===== src/rtl/pmod_debounce_pkg.sv =====
// Shared constants for the PMOD C input conditioning path.
// The passthrough imports the same package so both agree on pin count.
package pmod_debounce_pkg;

    localparam int unsigned PMOD_WIDTH               = 8;
    localparam int unsigned PMOD_DB_CYCLES_DEFAULT   = 100000;
    localparam int unsigned PMOD_SYNC_STAGES_DEFAULT = 2;

    // The counter must hold DB_CYCLES-1, and it must be at least one bit wide.
    function automatic int unsigned cnt_width(input int unsigned cycles);
        return (cycles < 2) ? 1 : $clog2(cycles + 1);
    endfunction

endpackage


===== src/rtl/debounce_bit.sv =====
// One pin: synchroniser, stability counter, stable level and rise/fall pulse flops.
// accept_o is the next-state acceptance term so the parent can register a matching flag.
module debounce_bit
    import pmod_debounce_pkg::*;
#(
    parameter int unsigned SYNC_STAGES = PMOD_SYNC_STAGES_DEFAULT,
    parameter int unsigned DB_CYCLES   = PMOD_DB_CYCLES_DEFAULT
) (
    input  logic clk_i,
    input  logic rst_i,
    input  logic raw_i,
    output logic level_o,
    output logic rise_o,
    output logic fall_o,
    output logic accept_o
);

    localparam int unsigned CntW = cnt_width(DB_CYCLES);
    localparam logic [CntW-1:0] CntMax = CntW'(DB_CYCLES - 1);

    logic [SYNC_STAGES-1:0] sync_q;
    logic                   s;
    logic                   q_q, q_d;
    logic [CntW-1:0]        cnt_q, cnt_d;
    logic                   rise_q, rise_d;
    logic                   fall_q, fall_d;
    logic                   accept;

    assign s = sync_q[SYNC_STAGES-1];

    always_comb begin
        q_d    = q_q;
        cnt_d  = '0;
        rise_d = 1'b0;
        fall_d = 1'b0;
        accept = 1'b0;
        if (s != q_q) begin
            if (cnt_q == CntMax) begin
                accept = 1'b1;
                q_d    = s;
                rise_d = s;
                fall_d = ~s;
            end else begin
                cnt_d = cnt_q + 1'b1;
            end
        end
    end

    always_ff @(posedge clk_i) begin
        if (rst_i) begin
            sync_q <= '0;
            q_q    <= 1'b0;
            cnt_q  <= '0;
            rise_q <= 1'b0;
            fall_q <= 1'b0;
        end else begin
            sync_q <= {sync_q[SYNC_STAGES-2:0], raw_i};
            q_q    <= q_d;
            cnt_q  <= cnt_d;
            rise_q <= rise_d;
            fall_q <= fall_d;
        end
    end

    assign level_o  = q_q;
    assign rise_o   = rise_q;
    assign fall_o   = fall_q;
    assign accept_o = accept;

endmodule


===== src/rtl/pmod_debounce.sv =====
// PMOD C input conditioning: per-pin sync + debounce, clean levels and edge pulses.
// Feeds the pmod_c input of the C->A passthrough.
module pmod_debounce
    import pmod_debounce_pkg::*;
#(
    parameter int unsigned WIDTH       = PMOD_WIDTH,
    parameter int unsigned SYNC_STAGES = PMOD_SYNC_STAGES_DEFAULT,
    parameter int unsigned DB_CYCLES   = PMOD_DB_CYCLES_DEFAULT
) (
    input  logic             clk,
    input  logic             rst,
    input  logic [WIDTH-1:0] pmod_c_raw,
    output logic [WIDTH-1:0] pmod_c,
    output logic [WIDTH-1:0] rise,
    output logic [WIDTH-1:0] fall,
    output logic             any_change
);

    logic [WIDTH-1:0] accept;
    logic             any_change_q, any_change_d;

    for (genvar i = 0; i < WIDTH; i++) begin : gen_bit
        debounce_bit #(
            .SYNC_STAGES (SYNC_STAGES),
            .DB_CYCLES   (DB_CYCLES)
        ) u_bit (
            .clk_i    (clk),
            .rst_i    (rst),
            .raw_i    (pmod_c_raw[i]),
            .level_o  (pmod_c[i]),
            .rise_o   (rise[i]),
            .fall_o   (fall[i]),
            .accept_o (accept[i])
        );
    end

    // Built from the same next-state terms as the pulses so it lands in their cycle.
    assign any_change_d = |accept;

    always_ff @(posedge clk) begin
        if (rst) begin
            any_change_q <= 1'b0;
        end else begin
            any_change_q <= any_change_d;
        end
    end

    assign any_change = any_change_q;

endmodule


===== config.mk =====
export PLATFORM = sky130hd
export DESIGN_NAME = pmod_debounce
export DESIGN_NICKNAME = d
export VERILOG_FILES = /design/src/rtl/pmod_debounce_pkg.sv /design/src/rtl/debounce_bit.sv /design/src/rtl/pmod_debounce.sv
export SDC_FILE = /design/constraint.sdc
export NUM_CORES = 1
export LEC_CHECK = 0
export BUFFER_PORTS_ARGS = -buffer_cell sky130_fd_sc_hd__buf_2
export CORE_AREA = 4 4 152 184
export CTS_CLUSTER_SIZE = 40
export DETAILED_ROUTE_END_ITERATION = 8
export DIE_AREA = 0 0 156 188
export PLACE_DENSITY_LB_ADDON = 0.25
export SLEW_MARGIN = 5
export SYNTH_ARGS = -nofsm -noshare
export SYNTH_HDL_FRONTEND = slang
export SYNTH_HIERARCHICAL = 1
export SYNTH_SLANG_ARGS = --single-unit
export TNS_END_PERCENT = 30

===== constraint.sdc =====
create_clock -name clk -period 2.7 [get_ports clk]
set_input_delay 0 -clock clk [delete_from_list [all_inputs] [get_ports clk]]
set_output_delay 0 -clock clk [all_outputs]
set_load 0.01 [all_outputs]

==> flow_results.org <==
** Status
- Outcome :: completed

** Layout
- Share of cells above drive strength 1 :: 10.8%
- Commonest cells after routing, fill and taps aside :: sky130_fd_sc_hd__dfxtp_1, sky130_fd_sc_hd__nor2_1, sky130_fd_sc_hd__xnor2_1
- The finished layout holds 1245 standard cells, fillers aside.
- Total of fill cells in the finished design :: 2663
- From synthesis to final layout, the design area changed by 14.4%.
- The library cell used most frequently in the layout, excluding fill and tap cells, is sky130_fd_sc_hd__dfxtp_1.
- Cells fill 34.0% of the core in the end.
- Diodes inserted :: 0
- The net count of the finished layout is 915.

** Floorplanning
- The floorplan step set the die width to 156 microns.
- Std-Cell Core Area :: 26100 sq um
- Vert. Die Dim :: 188 microns
- Top Ports :: 35
- In this run the core area contains 65 standard-cell rows.
- The initial utilization of the core area, before any placement, comes to 29.7%.
- Total Die Area :: 29300 sq um

** Logic synthesis
- After synthesis, the netlist uses 26 different library cells.
- Yosys printed 6 warnings.
- Largest cells by area after synthesis :: sky130_fd_sc_hd__dfxtp_1, sky130_fd_sc_hd__xnor2_1, sky130_fd_sc_hd__nor2_1
- Cell accounting for the most synthesized area :: sky130_fd_sc_hd__dfxtp_1
- Combined area of all synthesized cells :: 7750 sq um
- Synthesized netlist cell count :: 860
- Synthesis inferred 177 register bits.
- Summing the sequential cell areas from Yosys gives 45.7% of the chip area.
- Number of nets produced by synthesis :: 878
- The top cell type by area accounts for 45.7% of the synthesized area.
- Average cell area after synthesis :: 9.02 sq um

** Power and ir drop
- The completed layout was analyzed and its total power is 5.05 mW.
- IR analysis of the VDD net gives a maximum drop of 0.000312 V.
- Leakage power figure :: 2.62 nW
- Total power per unit cell area :: 570 nW/um^2

** Clock tree
- Post-CTS setup buffer count :: 0
- TritonCTS Buffers :: 17
- The clock net in this run drives a total of 177 sinks.
- CTS max path bufs :: 2
- TritonCTS built the clock tree.
- Clock latency on the worst-skew pair, taken at its later pin, is 420 ps.
- Clock root buffer :: sky130_fd_sc_hd__clkbuf_16
- Total of cells resized after clock tree synthesis :: 0
- H-tree Lvls :: 4
- After clock tree synthesis, the clock-pin slew on the worst setup and hold paths is 70 ps.
- Total of hold buffers inserted after clock tree synthesis :: 8

** Worst setup path
- For the worst setup path, the data required time is 3040 ps.
- Of all nets on the critical path, the largest fanout is 7.
- Highest cell delay on the worst timing path :: 440 ps
- Category of the critical setup timing path :: flop to flop
- Kind of cell adding the most delay to the critical path :: simple AND/OR/NAND/NOR gates
- The critical path contains buffers and inverters numbering 0 combined.
- The worst setup path is captured at a flop.
- Stages on worst setup path :: 7
- The worst setup path is launched from a flop.
- Cells traversed along the worst timing path :: ha_1 -> and4b_1 -> nand3_1 -> or2_1 -> nor2_1 -> nor4_1 -> a21oi_1
- Max stage delay cell, worst path :: sky130_fd_sc_hd__dfxtp_1
- Depth of the most critical reg-to-reg path :: 7
- Arrival time of data at the critical path endpoint :: 2290 ps

** Place
- Buffers placed on the I/O ports in this run total 34.
- Routability-driven placement finished with a final weighted congestion of 0.825.
- Half-perimeter wire length after detailed placement :: 11.3 mm
- Including well taps, the total number of placed cells is 1205.

** GRT
- Aggregate global-route resource usage :: 11.2%
- Entering global routing, the biggest net connects 34 pins.
- For this run the aggregate overflow at the end of global routing stands at 0.
- The first global-routing pass estimated 27.4 mm of wire.
- The via count of the first global-routing pass was 5628.
- Number of antenna violations at the first check in global routing :: 0

** STA
- Final clock skew :: 8.30 ps
- Pins over their slew limit :: 0
- The hold violation total from the final report is 0.
- Unrepaired setup endpoints after global routing :: no
- Minimum period implied by the final worst setup slack :: 1940 ps
- Final setup vio count :: 0
- After layout, the worst path uses 72.0% of the clock period.
- At the pin with the least slew margin, the transition time is 646 ps.
- Maximum operating frequency :: 514 MHz
- Setup_tns :: 0 ps
- Worst rel slew slack :: 56.9%

** Worst hold path
- Hold Crit Class :: input port to flop
- Hold depth :: 2

** Route
- Antenna Violating Nets Remaining :: 0
- For this block, the routed nets add up to 16.0 mm of wire.
- Avg Vias per Cell :: 4.77
- The first routing iteration left 385 violations.
- Vias after detailed routing :: 5935
- In the final routed layout, each cell accounts on average for 12.8 microns.
- The first detailed-routing pass took 5 iterations.
- For this run, design rule violations remaining after detail routing come to 0.

** Flow run
- Number of maximum-capacitance constraint violations :: 0
report_power, final:
part,total [mW],internal (mW),switching (mW)
registers,2.64,2.62,0.0130
clock network,2.35,1.23,1.12
logic,0.0692,0.0317,0.0375
total,5.05,3.88,1.17
worst register-to-register path, cell delays in order, from the launching register on:
cell,delay (ps)
sky130_fd_sc_hd__dfxtp_1,440
sky130_fd_sc_hd__ha_1,350
sky130_fd_sc_hd__and4b_1,260
sky130_fd_sc_hd__nand3_1,80
sky130_fd_sc_hd__or2_1,270
sky130_fd_sc_hd__nor2_1,240
sky130_fd_sc_hd__nor4_1,70
sky130_fd_sc_hd__a21oi_1,150
per-stage QoR:
stage                     area, sq um  hold slack [ps]  setup slack [ps]
after floorplan                  7750             69.1              1100
after global placement           8220              211               802
after detailed placement         8220              214               768
after CTS                        8870             86.9               733
after global routing             8870              134               585
final                            8870             94.8               756
cell type report:
type                            count  area, sq um  share of cell area, %
Timing Repair Buffer               42          250                   2.82
Clock inverter                     15          141                   1.59
Sequential cell                   177         3540                   39.9
Tap cell                          335          419                   4.72
Inverter                           32          120                   1.35
Clock buffer                       17          425                   4.80
Multi-Input combinational cell    627         3970                   44.8
worst paths after layout:
check / from / to / slack (ps)
worst max-delay path: gen_bit[4].u_bit/cnt_q[0] / any_change / 760
worst min-delay path: rst / gen_bit[2].u_bit/sync_q[0] / 90
worst max register to register: gen_bit[4].u_bit/cnt_q[0] / any_change / 760
worst min register to register: gen_bit[2].u_bit/sync_q[0] / gen_bit[2].u_bit/sync_q[1] / 450
cell usage after synthesis:
library cell,n
sky130_fd_sc_hd__or2_2,8
sky130_fd_sc_hd__and4_1,8
sky130_fd_sc_hd__nor2_1,144
sky130_fd_sc_hd__a21oi_1,9
sky130_fd_sc_hd__xor2_1,48
sky130_fd_sc_hd__nand2_1,24
sky130_fd_sc_hd__dfxtp_1,177
sky130_fd_sc_hd__o21ai_0,8
sky130_fd_sc_hd__and4b_1,8
sky130_fd_sc_hd__nor2b_1,16
sky130_fd_sc_hd__ha_1,8
sky130_fd_sc_hd__xnor2_1,80
sky130_fd_sc_hd__nand3_1,56
sky130_fd_sc_hd__nor4_2,8
sky130_fd_sc_hd__nand3_2,8
sky130_fd_sc_hd__o21bai_4,8
sky130_fd_sc_hd__nor4_1,42
sky130_fd_sc_hd__buf_2,16
sky130_fd_sc_hd__or3_1,8
sky130_fd_sc_hd__or2_1,8
sky130_fd_sc_hd__and3_1,8
sky130_fd_sc_hd__clkbuf_2,8
sky130_fd_sc_hd__nor3b_1,8
sky130_fd_sc_hd__nand4_1,72
sky130_fd_sc_hd__nor3_1,40
sky130_fd_sc_hd__inv_1,32
per-layer routing:
metal	up-vias	track usage, %	part of all wire, %
met1	2745	14.7	48
met3	17	2.22	2.7
met2	81	18.0	47
met4	0	4.58	1.6
li1	3092	-	-
met5	-	0	0
logic make-up (layout without fill, tap and decap cells):
kind of cell / after synthesis / count (layout) / share of synthesized area (%)
compound gates: 25 / 25 / 3.03
xor+xnor: 128 / 128 / 14.5
fa+ha+maj: 8 / 8 / 1.29
flops: 177 / 177 / 45.7
buf+inv: 56 / 106 / 3.10
simple gates: 466 / 466 / 32.4
sequential cells by signal, summed over array words and instances, names as in the netlist:
register               flops
gen_bit.u_bit/cnt_q      136
gen_bit.u_bit/sync_q      16
gen_bit.u_bit/fall_o       8
gen_bit.u_bit/level_o      8
gen_bit.u_bit/rise_o       8
any_change                 1
(Power assumes the default switching activity.)
